[src/rtl/ahb_pkg.sv]
// ----------------------------------------------------------------------------
// ahb_pkg
// Shared AHB encodings for the test-bus master: transfer types, burst types,
// response codes and the master state enum. Also provides the mapping from a
// beats-minus-one length to the AHB burst encoding.
// ----------------------------------------------------------------------------
package ahb_pkg;

  localparam logic [1:0] HTRANS_IDLE   = 2'b00;
  localparam logic [1:0] HTRANS_BUSY   = 2'b01;
  localparam logic [1:0] HTRANS_NONSEQ = 2'b10;
  localparam logic [1:0] HTRANS_SEQ    = 2'b11;

  localparam logic [2:0] HBURST_SINGLE = 3'b000;
  localparam logic [2:0] HBURST_INCR   = 3'b001;
  localparam logic [2:0] HBURST_INCR4  = 3'b011;
  localparam logic [2:0] HBURST_INCR8  = 3'b101;
  localparam logic [2:0] HBURST_INCR16 = 3'b111;

  localparam logic [1:0] HRESP_OKAY  = 2'b00;
  localparam logic [1:0] HRESP_ERROR = 2'b01;

  typedef enum logic [2:0] {
    ST_IDLE,
    ST_REQ,
    ST_ADDR,
    ST_LAST,
    ST_ERR
  } mst_state_e;

  // Fixed-length INCR bursts only exist for 4/8/16 beats; every other
  // multi-beat length goes out as undefined-length INCR.
  function automatic logic [2:0] burst_from_len(input logic [3:0] len);
    case (len)
      4'd0:    return HBURST_SINGLE;
      4'd3:    return HBURST_INCR4;
      4'd7:    return HBURST_INCR8;
      4'd15:   return HBURST_INCR16;
      default: return HBURST_INCR;
    endcase
  endfunction

endpackage

[src/rtl/ahb_mst_driver.sv]
// ----------------------------------------------------------------------------
// ahb_mst_driver
// AHB master stage: takes one burst command at a time from the local side,
// requests the bus, drives pipelined address/data phases and returns read
// data plus a completion status.
//
// Ports
//   hclk, hreset                 clock, synchronous active-high reset
//   cmd_valid/cmd_ready          command handshake (ready only in IDLE)
//   cmd_addr/write/size/len      start address, direction, beat size, beats-1
//   wdata_valid/wdata/wdata_ready  write beat stream
//   rdata_valid/rdata/rdata_last   read beat stream (no backpressure)
//   done/done_err                completion pulse and error qualifier
//   haddr..hwdata, hbusreq, hlock  registered AHB master outputs
//   hrdata, hready, hresp, hgrant  AHB slave/arbiter inputs (hmaster unused)
// ----------------------------------------------------------------------------
module ahb_mst_driver
  import ahb_pkg::*;
#(
  parameter int ADDR_W = 32,
  parameter int DATA_W = 64
) (
  input  logic              hclk,
  input  logic              hreset,
  input  logic              cmd_valid,
  output logic              cmd_ready,
  input  logic [ADDR_W-1:0] cmd_addr,
  input  logic              cmd_write,
  input  logic [2:0]        cmd_size,
  input  logic [3:0]        cmd_len,
  input  logic              wdata_valid,
  input  logic [DATA_W-1:0] wdata,
  output logic              wdata_ready,
  output logic              rdata_valid,
  output logic [DATA_W-1:0] rdata,
  output logic              rdata_last,
  output logic              done,
  output logic              done_err,
  output logic [ADDR_W-1:0] haddr,
  output logic [1:0]        htrans,
  output logic              hwrite,
  output logic [2:0]        hsize,
  output logic [2:0]        hburst,
  output logic [DATA_W-1:0] hwdata,
  output logic              hbusreq,
  output logic              hlock,
  input  logic [DATA_W-1:0] hrdata,
  input  logic              hready,
  input  logic [1:0]        hresp,
  input  logic              hgrant,
  input  logic [3:0]        hmaster
);

  mst_state_e        state_q, state_d;
  logic [1:0]        htrans_q, htrans_d;
  logic [ADDR_W-1:0] haddr_q, haddr_d;
  logic              hwrite_q, hwrite_d;
  logic [2:0]        hsize_q, hsize_d;
  logic [2:0]        hburst_q, hburst_d;
  logic [DATA_W-1:0] hwdata_q, hwdata_d;
  logic [DATA_W-1:0] wbuf_q, wbuf_d;       // write beat staged for the issued address phase
  logic              hbusreq_q, hbusreq_d;
  logic [3:0]        remain_q, remain_d;   // beats still to complete after the current one
  logic              dph_q, dph_d;         // a data phase of an issued beat is in flight
  logic              dph_last_q, dph_last_d;
  logic              rdata_valid_q, rdata_valid_d;
  logic [DATA_W-1:0] rdata_q, rdata_d;
  logic              rdata_last_q, rdata_last_d;
  logic              done_q, done_d;
  logic              done_err_q, done_err_d;
  logic              wdata_ready_c;
  logic              launch, launch_seq;

  logic err_seen;
  // First cycle of a two-cycle ERROR response on the in-flight data phase.
  assign err_seen = dph_q && !hready && (hresp == HRESP_ERROR);

  // NOTE: every variable assigned here gets a default first, so no path can
  // leave one unassigned and infer a latch.
  always_comb begin
    state_d       = state_q;
    htrans_d      = htrans_q;
    haddr_d       = haddr_q;
    hwrite_d      = hwrite_q;
    hsize_d       = hsize_q;
    hburst_d      = hburst_q;
    hwdata_d      = hwdata_q;
    wbuf_d        = wbuf_q;
    hbusreq_d     = hbusreq_q;
    remain_d      = remain_q;
    dph_d         = dph_q;
    dph_last_d    = dph_last_q;
    rdata_valid_d = 1'b0;
    rdata_d       = rdata_q;
    rdata_last_d  = 1'b0;
    done_d        = 1'b0;
    done_err_d    = 1'b0;
    wdata_ready_c = 1'b0;
    launch        = 1'b0;
    launch_seq    = 1'b0;

    // Retire the in-flight data phase; reads hand back their beat.
    if (dph_q && hready) begin
      dph_d = 1'b0;
      if (!hwrite_q && hresp == HRESP_OKAY) begin
        rdata_valid_d = 1'b1;
        rdata_d       = hrdata;
        rdata_last_d  = dph_last_q;
      end
    end

    case (state_q)
      ST_IDLE: begin
        if (cmd_valid) begin
          state_d   = ST_REQ;
          hbusreq_d = 1'b1;
          haddr_d   = cmd_addr;
          hwrite_d  = cmd_write;
          hsize_d   = cmd_size;
          hburst_d  = burst_from_len(cmd_len);
          remain_d  = cmd_len;
        end
      end
      ST_REQ: begin
        if (err_seen) begin
          state_d   = ST_ERR;
          htrans_d  = HTRANS_IDLE;
          hbusreq_d = 1'b0;
        end else if (hgrant && hready) begin
          state_d = ST_ADDR;
          launch  = 1'b1;
        end
      end
      ST_ADDR: begin
        if (err_seen) begin
          state_d   = ST_ERR;
          htrans_d  = HTRANS_IDLE;
          hbusreq_d = 1'b0;
        end else if (hready) begin
          if (htrans_q[1]) begin
            // NONSEQ/SEQ accepted: its data phase starts next cycle.
            dph_d      = 1'b1;
            dph_last_d = (remain_q == 4'd0);
            if (hwrite_q) hwdata_d = wbuf_q;
            if (remain_q == 4'd0) begin
              state_d   = ST_LAST;
              htrans_d  = HTRANS_IDLE;
              hbusreq_d = 1'b0;
            end else begin
              remain_d = remain_q - 4'd1;
              haddr_d  = haddr_q + (ADDR_W'(1) << hsize_q);
              if (hgrant) begin
                launch     = 1'b1;
                launch_seq = 1'b1;
              end else begin
                state_d  = ST_REQ;
                htrans_d = HTRANS_IDLE;
              end
            end
          end else if (hgrant) begin
            // Parked on IDLE (first beat) or BUSY (mid-burst) waiting for data.
            launch     = 1'b1;
            launch_seq = (htrans_q == HTRANS_BUSY);
          end else begin
            state_d  = ST_REQ;
            htrans_d = HTRANS_IDLE;
          end
        end
      end
      ST_LAST: begin
        if (err_seen) begin
          state_d  = ST_ERR;
          htrans_d = HTRANS_IDLE;
        end else if (dph_q && hready) begin
          done_d  = 1'b1;
          state_d = ST_IDLE;
        end
      end
      ST_ERR: begin
        if (hready) begin
          done_d     = 1'b1;
          done_err_d = 1'b1;
          state_d    = ST_IDLE;
        end
      end
      default: state_d = ST_IDLE;
    endcase

    // A write beat goes out only once its data is in hand; the data is taken
    // at launch and moves to hwdata when the address phase completes.
    if (launch) begin
      if (!hwrite_q || wdata_valid) begin
        htrans_d      = launch_seq ? HTRANS_SEQ : HTRANS_NONSEQ;
        wdata_ready_c = hwrite_q;
        if (hwrite_q) wbuf_d = wdata;
      end else begin
        htrans_d = launch_seq ? HTRANS_BUSY : HTRANS_IDLE;
      end
    end
  end

  // NOTE: sequential state uses non-blocking assignments only, so every flop
  // samples the values from before this edge regardless of statement order.
  // NOTE: the staging and data registers are reset too, so hwdata/rdata come
  // out of reset at zero rather than holding stale bus data.
  always_ff @(posedge hclk) begin
    if (hreset) begin
      state_q       <= ST_IDLE;
      htrans_q      <= HTRANS_IDLE;
      haddr_q       <= '0;
      hwrite_q      <= 1'b0;
      hsize_q       <= '0;
      hburst_q      <= '0;
      hwdata_q      <= '0;
      wbuf_q        <= '0;
      hbusreq_q     <= 1'b0;
      remain_q      <= '0;
      dph_q         <= 1'b0;
      dph_last_q    <= 1'b0;
      rdata_valid_q <= 1'b0;
      rdata_q       <= '0;
      rdata_last_q  <= 1'b0;
      done_q        <= 1'b0;
      done_err_q    <= 1'b0;
    end else begin
      state_q       <= state_d;
      htrans_q      <= htrans_d;
      haddr_q       <= haddr_d;
      hwrite_q      <= hwrite_d;
      hsize_q       <= hsize_d;
      hburst_q      <= hburst_d;
      hwdata_q      <= hwdata_d;
      wbuf_q        <= wbuf_d;
      hbusreq_q     <= hbusreq_d;
      remain_q      <= remain_d;
      dph_q         <= dph_d;
      dph_last_q    <= dph_last_d;
      rdata_valid_q <= rdata_valid_d;
      rdata_q       <= rdata_d;
      rdata_last_q  <= rdata_last_d;
      done_q        <= done_d;
      done_err_q    <= done_err_d;
    end
  end

  assign cmd_ready   = (state_q == ST_IDLE);
  assign wdata_ready = wdata_ready_c;
  assign rdata_valid = rdata_valid_q;
  assign rdata       = rdata_q;
  assign rdata_last  = rdata_last_q;
  assign done        = done_q;
  assign done_err    = done_err_q;
  assign haddr       = haddr_q;
  assign htrans      = htrans_q;
  assign hwrite      = hwrite_q;
  assign hsize       = hsize_q;
  assign hburst      = hburst_q;
  assign hwdata      = hwdata_q;
  assign hbusreq     = hbusreq_q;
  assign hlock       = 1'b0;

  // Single-master test bus: the current-master ID carries no information here.
  logic unused_hmaster;
  assign unused_hmaster = ^hmaster;

endmodule

[config.mk]
export PLATFORM = sky130hd
export DESIGN_NAME = ahb_mst_driver
export DESIGN_NICKNAME = d
export VERILOG_FILES = /design/src/rtl/ahb_pkg.sv /design/src/rtl/ahb_mst_driver.sv
export SDC_FILE = /design/constraint.sdc
export NUM_CORES = 1
export LEC_CHECK = 0
export CORE_UTILIZATION = 45
export CTS_CLUSTER_SIZE = 8
export DETAILED_ROUTE_END_ITERATION = 8
export PLACE_DENSITY_LB_ADDON = 0.12
export SETUP_SLACK_MARGIN = 0.02
export SLEW_MARGIN = 5
export SYNTH_ARGS = -nofsm -noshare
export SYNTH_HDL_FRONTEND = slang
export SYNTH_SLANG_ARGS = --single-unit
export TNS_END_PERCENT = 100
[constraint.sdc]
create_clock -name hclk -period 5.89 [get_ports hclk]
set_input_delay 1.4725 -clock hclk [delete_from_list [all_inputs] [get_ports hclk]]
set_output_delay 1.4725 -clock hclk [all_outputs]
set_load 0.02 [all_outputs]
==> results.yml <==
run_status:
  status: "complete, but fails checks"
  violations: "DRC"
worst_setup_path:
  worstSetupEndpointType: "output pin"
  critPathKind: "in2out"
  r2r_start: "hsize[2]$_SDFFE_PP0P_"
  crit_required_ps: 4420
  arrival_ps: 3400
  r2r.worst_path.cells: 10
  critPathLaunchType: "primary input"
  cp_max_fo: 13
  r2r-end: "haddr[18]$_SDFFE_PP0P_"
  r2r_slack_ps: 2400
grt:
  grt_pass1_wl_um: 49900
  grt_use_total: 0.265
  grt_pass1_vias: 9713
  grt_antenna_before_repair: 1
  gr-total-overflow: 0
  grt_start_max_net_pins: 112
synthesis:
  synth_edf_count: 0
  synth_area_um2: 10100
  synth_cells: 1320
  ys_warn_count: 0
  ys_seq_area_frac: 0.487
  yosysTopAreaCellShare: 0.487
  synth_nets: 1510
  synth_top_cell_by_area: "dfxtp_1"
  synth_cell_types: 63
  async_flop_share: 0
  synth-seq-cells: 247
  synth-main-ff-cell: "dfxtp_1"
  synth_area_leaders: "dfxtp_1 (49%), nand2_1 (17%), a21oi_1 (12%)"
  syn_area_per_cell_um2: 7.69
clocking:
  cts-root-buf: "clkbuf_16"
  hold_buffers: 0
  htreeDepth: 2
  path_clk_slew_ps: 50
  cts_num_sinks: 247
  clock_latency_ps: 500
  cts_tree: "done"
  cts_setup_buffers: 0
  clk_path_buf_depth: 3
  cts_made_buffers: 36
  cts-resized-gates: 0
timing:
  relSlewSlack: 0.309
  tns_ps: 0
  hold_viol_final: 0
  fmax_mhz: 205
  fin_crit_sh: 0.827
  finalClockSkew_ps: 16.4
  fin_crit_ps: 4870
  rsz0062_at_grt: "false"
  max_slew.worst_pin.slew_ps: 1040
  fin_ws_ps: 1020
  drv_slew: 0
  setup_viol_count_final: 0
floorplan:
  coreArea_um2: 22000
  initial_core_util: 0.462
  rows: 54
  fp.dieArea_um2: 23200
  die_y_um: 152
  io_pins: 357
  fp.dieW_um: 152
detailed_routing:
  drc: 23
  antenna_left: 0
  drt_first_pass_iters: 7
  viasPerCell: 5.27
  wirelength_um: 31000
  drt_iter0_drc: 666
  wl_per_cell_um: 16.2
  vias: 10100
hold_path:
  holdCritStartpoint: "wbuf_q[51]$_SDFFE_PP0P_"
  hold_end: "hwdata[51]$_SDFFE_PP0P_"
  hold_depth: 2
  worstHoldPathType: "reg2reg"
layout:
  mostFrequentLayoutCell: "nand2_1"
  areaGrowthSynthToFinish_pct: 44.9
  nets: 1817
  layout_common_cells: "nand2_1 (446), clkdlybuf4s50_1 (350), dfxtp_1 (247)"
  layout-drive-gt1-share: 0.0448
job:
  cap_violations: 0
placement:
  routabilityCongestion: 0.818
  numPortBuffers: 351
  pre_cts_ws_ps: 1020
  place_hpwl_um: 20600
power_and_ir_drop:
  p_leak_nw: 4.99
  peakVddDrop_mv: 0.234
  power.density_nw_per_um2: 307
==> synthesized netlist by cell type, types with 4 or more instances <==
| cell type | instances |
|---|---|
| nor2b_1 | 5 |
| buf_2 | 18 |
| dfxtp_1 | 247 |
| nor3_1 | 17 |
| a22oi_1 | 4 |
| a21o_1 | 5 |
| a31oi_1 | 18 |
| a21oi_1 | 238 |
| nand2b_1 | 5 |
| nor2_1 | 46 |
| a311oi_1 | 6 |
| o21ai_0 | 8 |
| nor3b_1 | 5 |
| buf_1 | 8 |
| xnor2_1 | 5 |
| and3_1 | 17 |
| ha_1 | 9 |
| or4_1 | 4 |
| inv_1 | 14 |
| or3_1 | 6 |
| nand3_1 | 28 |
| a211oi_1 | 9 |
| nand3b_1 | 5 |
| o21ai_1 | 4 |
| mux2i_1 | 11 |
| nand2_1 | 446 |
| nand4_1 | 9 |
| clkbuf_1 | 69 |
| o22ai_1 | 4 |
| and2_1 | 6 |
==> where the power goes <==
part	internal [mW]	switching, mW	leakage [nW]	total, mW
clock	1.08	0.689	0.456	1.77
sequential	1.75	0.120	2.00	1.87
combinational	0.398	0.474	2.54	0.872
total	3.23	1.28	4.99	4.51
==> critical path, stage by stage <==
cell	delay (ps)
clkdlybuf4s50_1	450
buf_4	160
nand2_1	90
a211oi_2	350
nand3_2	130
inv_2	80
clkdlybuf4s50_1	650
==> area by class of cell <==
type	count	area, µm²
fillers	1864	7250
flip-flops and latches	247	4940
multi-input cells	960	4790
repair buffers	367	3630
clock buffers	37	905
well taps	280	350
inverters	15	56.3
clock inverters	2	25.0
diodes	1	2.50
==> worst max path at each step <==
stage	from	end	slack [ps]	cells past startpoint
final	hready	wdata_ready	1020	7
after global routing	hgrant	wdata_ready	890	6
after CTS	hready	wdata_ready	1020	7
after detailed placement	hready	wdata_ready	1020	7
after global placement	hready	wdata_ready	1020	7
after floorplan	hready	wdata_ready	1760	6
==> metal layers <==
layer / up-vias / global-route usage / part of all wire
met1: 4618 / 0.325 / 0.41
met3: 71 / 0.0691 / 0.083
met2: 335 / 0.435 / 0.47
li1: 5033 / - / -
met4: 0 / 0.121 / 0.036
met5: - / 0 / 0
==> state kept, by name, indices dropped and copies added (netlist names), 2 cells and up, named ones only <==
signal,count
haddr,32
hburst,3
hsize,3
htrans,2
hwdata,64
rdata,64
remain_q,4
state_q,3
wbuf_q,64
==> stage by stage <==
step | instances | total power [mW] | utilization | area [µm²] | hold WS, ps
floorplan | 1320 | 2.39 | - | 10100 | 430
global placement | 1869 | 2.75 | 0.627 | 13800 | 436
detailed placement | 1869 | 2.77 | 0.627 | 13800 | 441
CTS | 1908 | 4.55 | 0.670 | 14700 | 449
global route | 1909 | 4.72 | 0.670 | 14700 | 458
finish | 1909 | 4.51 | 0.670 | 14700 | 446
==> logic make-up (layout without fill, tap and decap cells) <==
kind of cell,count (synthesis),count (layout),synth area share
and+or+nand+nor,615,615,0.261
AOI/OAI and AO/OA,316,316,0.175
DFF,247,247,0.487
buffers and inverters,113,421,0.0451
muxes,13,13,0.0131
adders and majority gates,10,10,0.0131
xor gates and xnor gates,5,5,0.00432
other,1,2,0.000370
No activity file was read; power rests on OpenSTA's default activity.
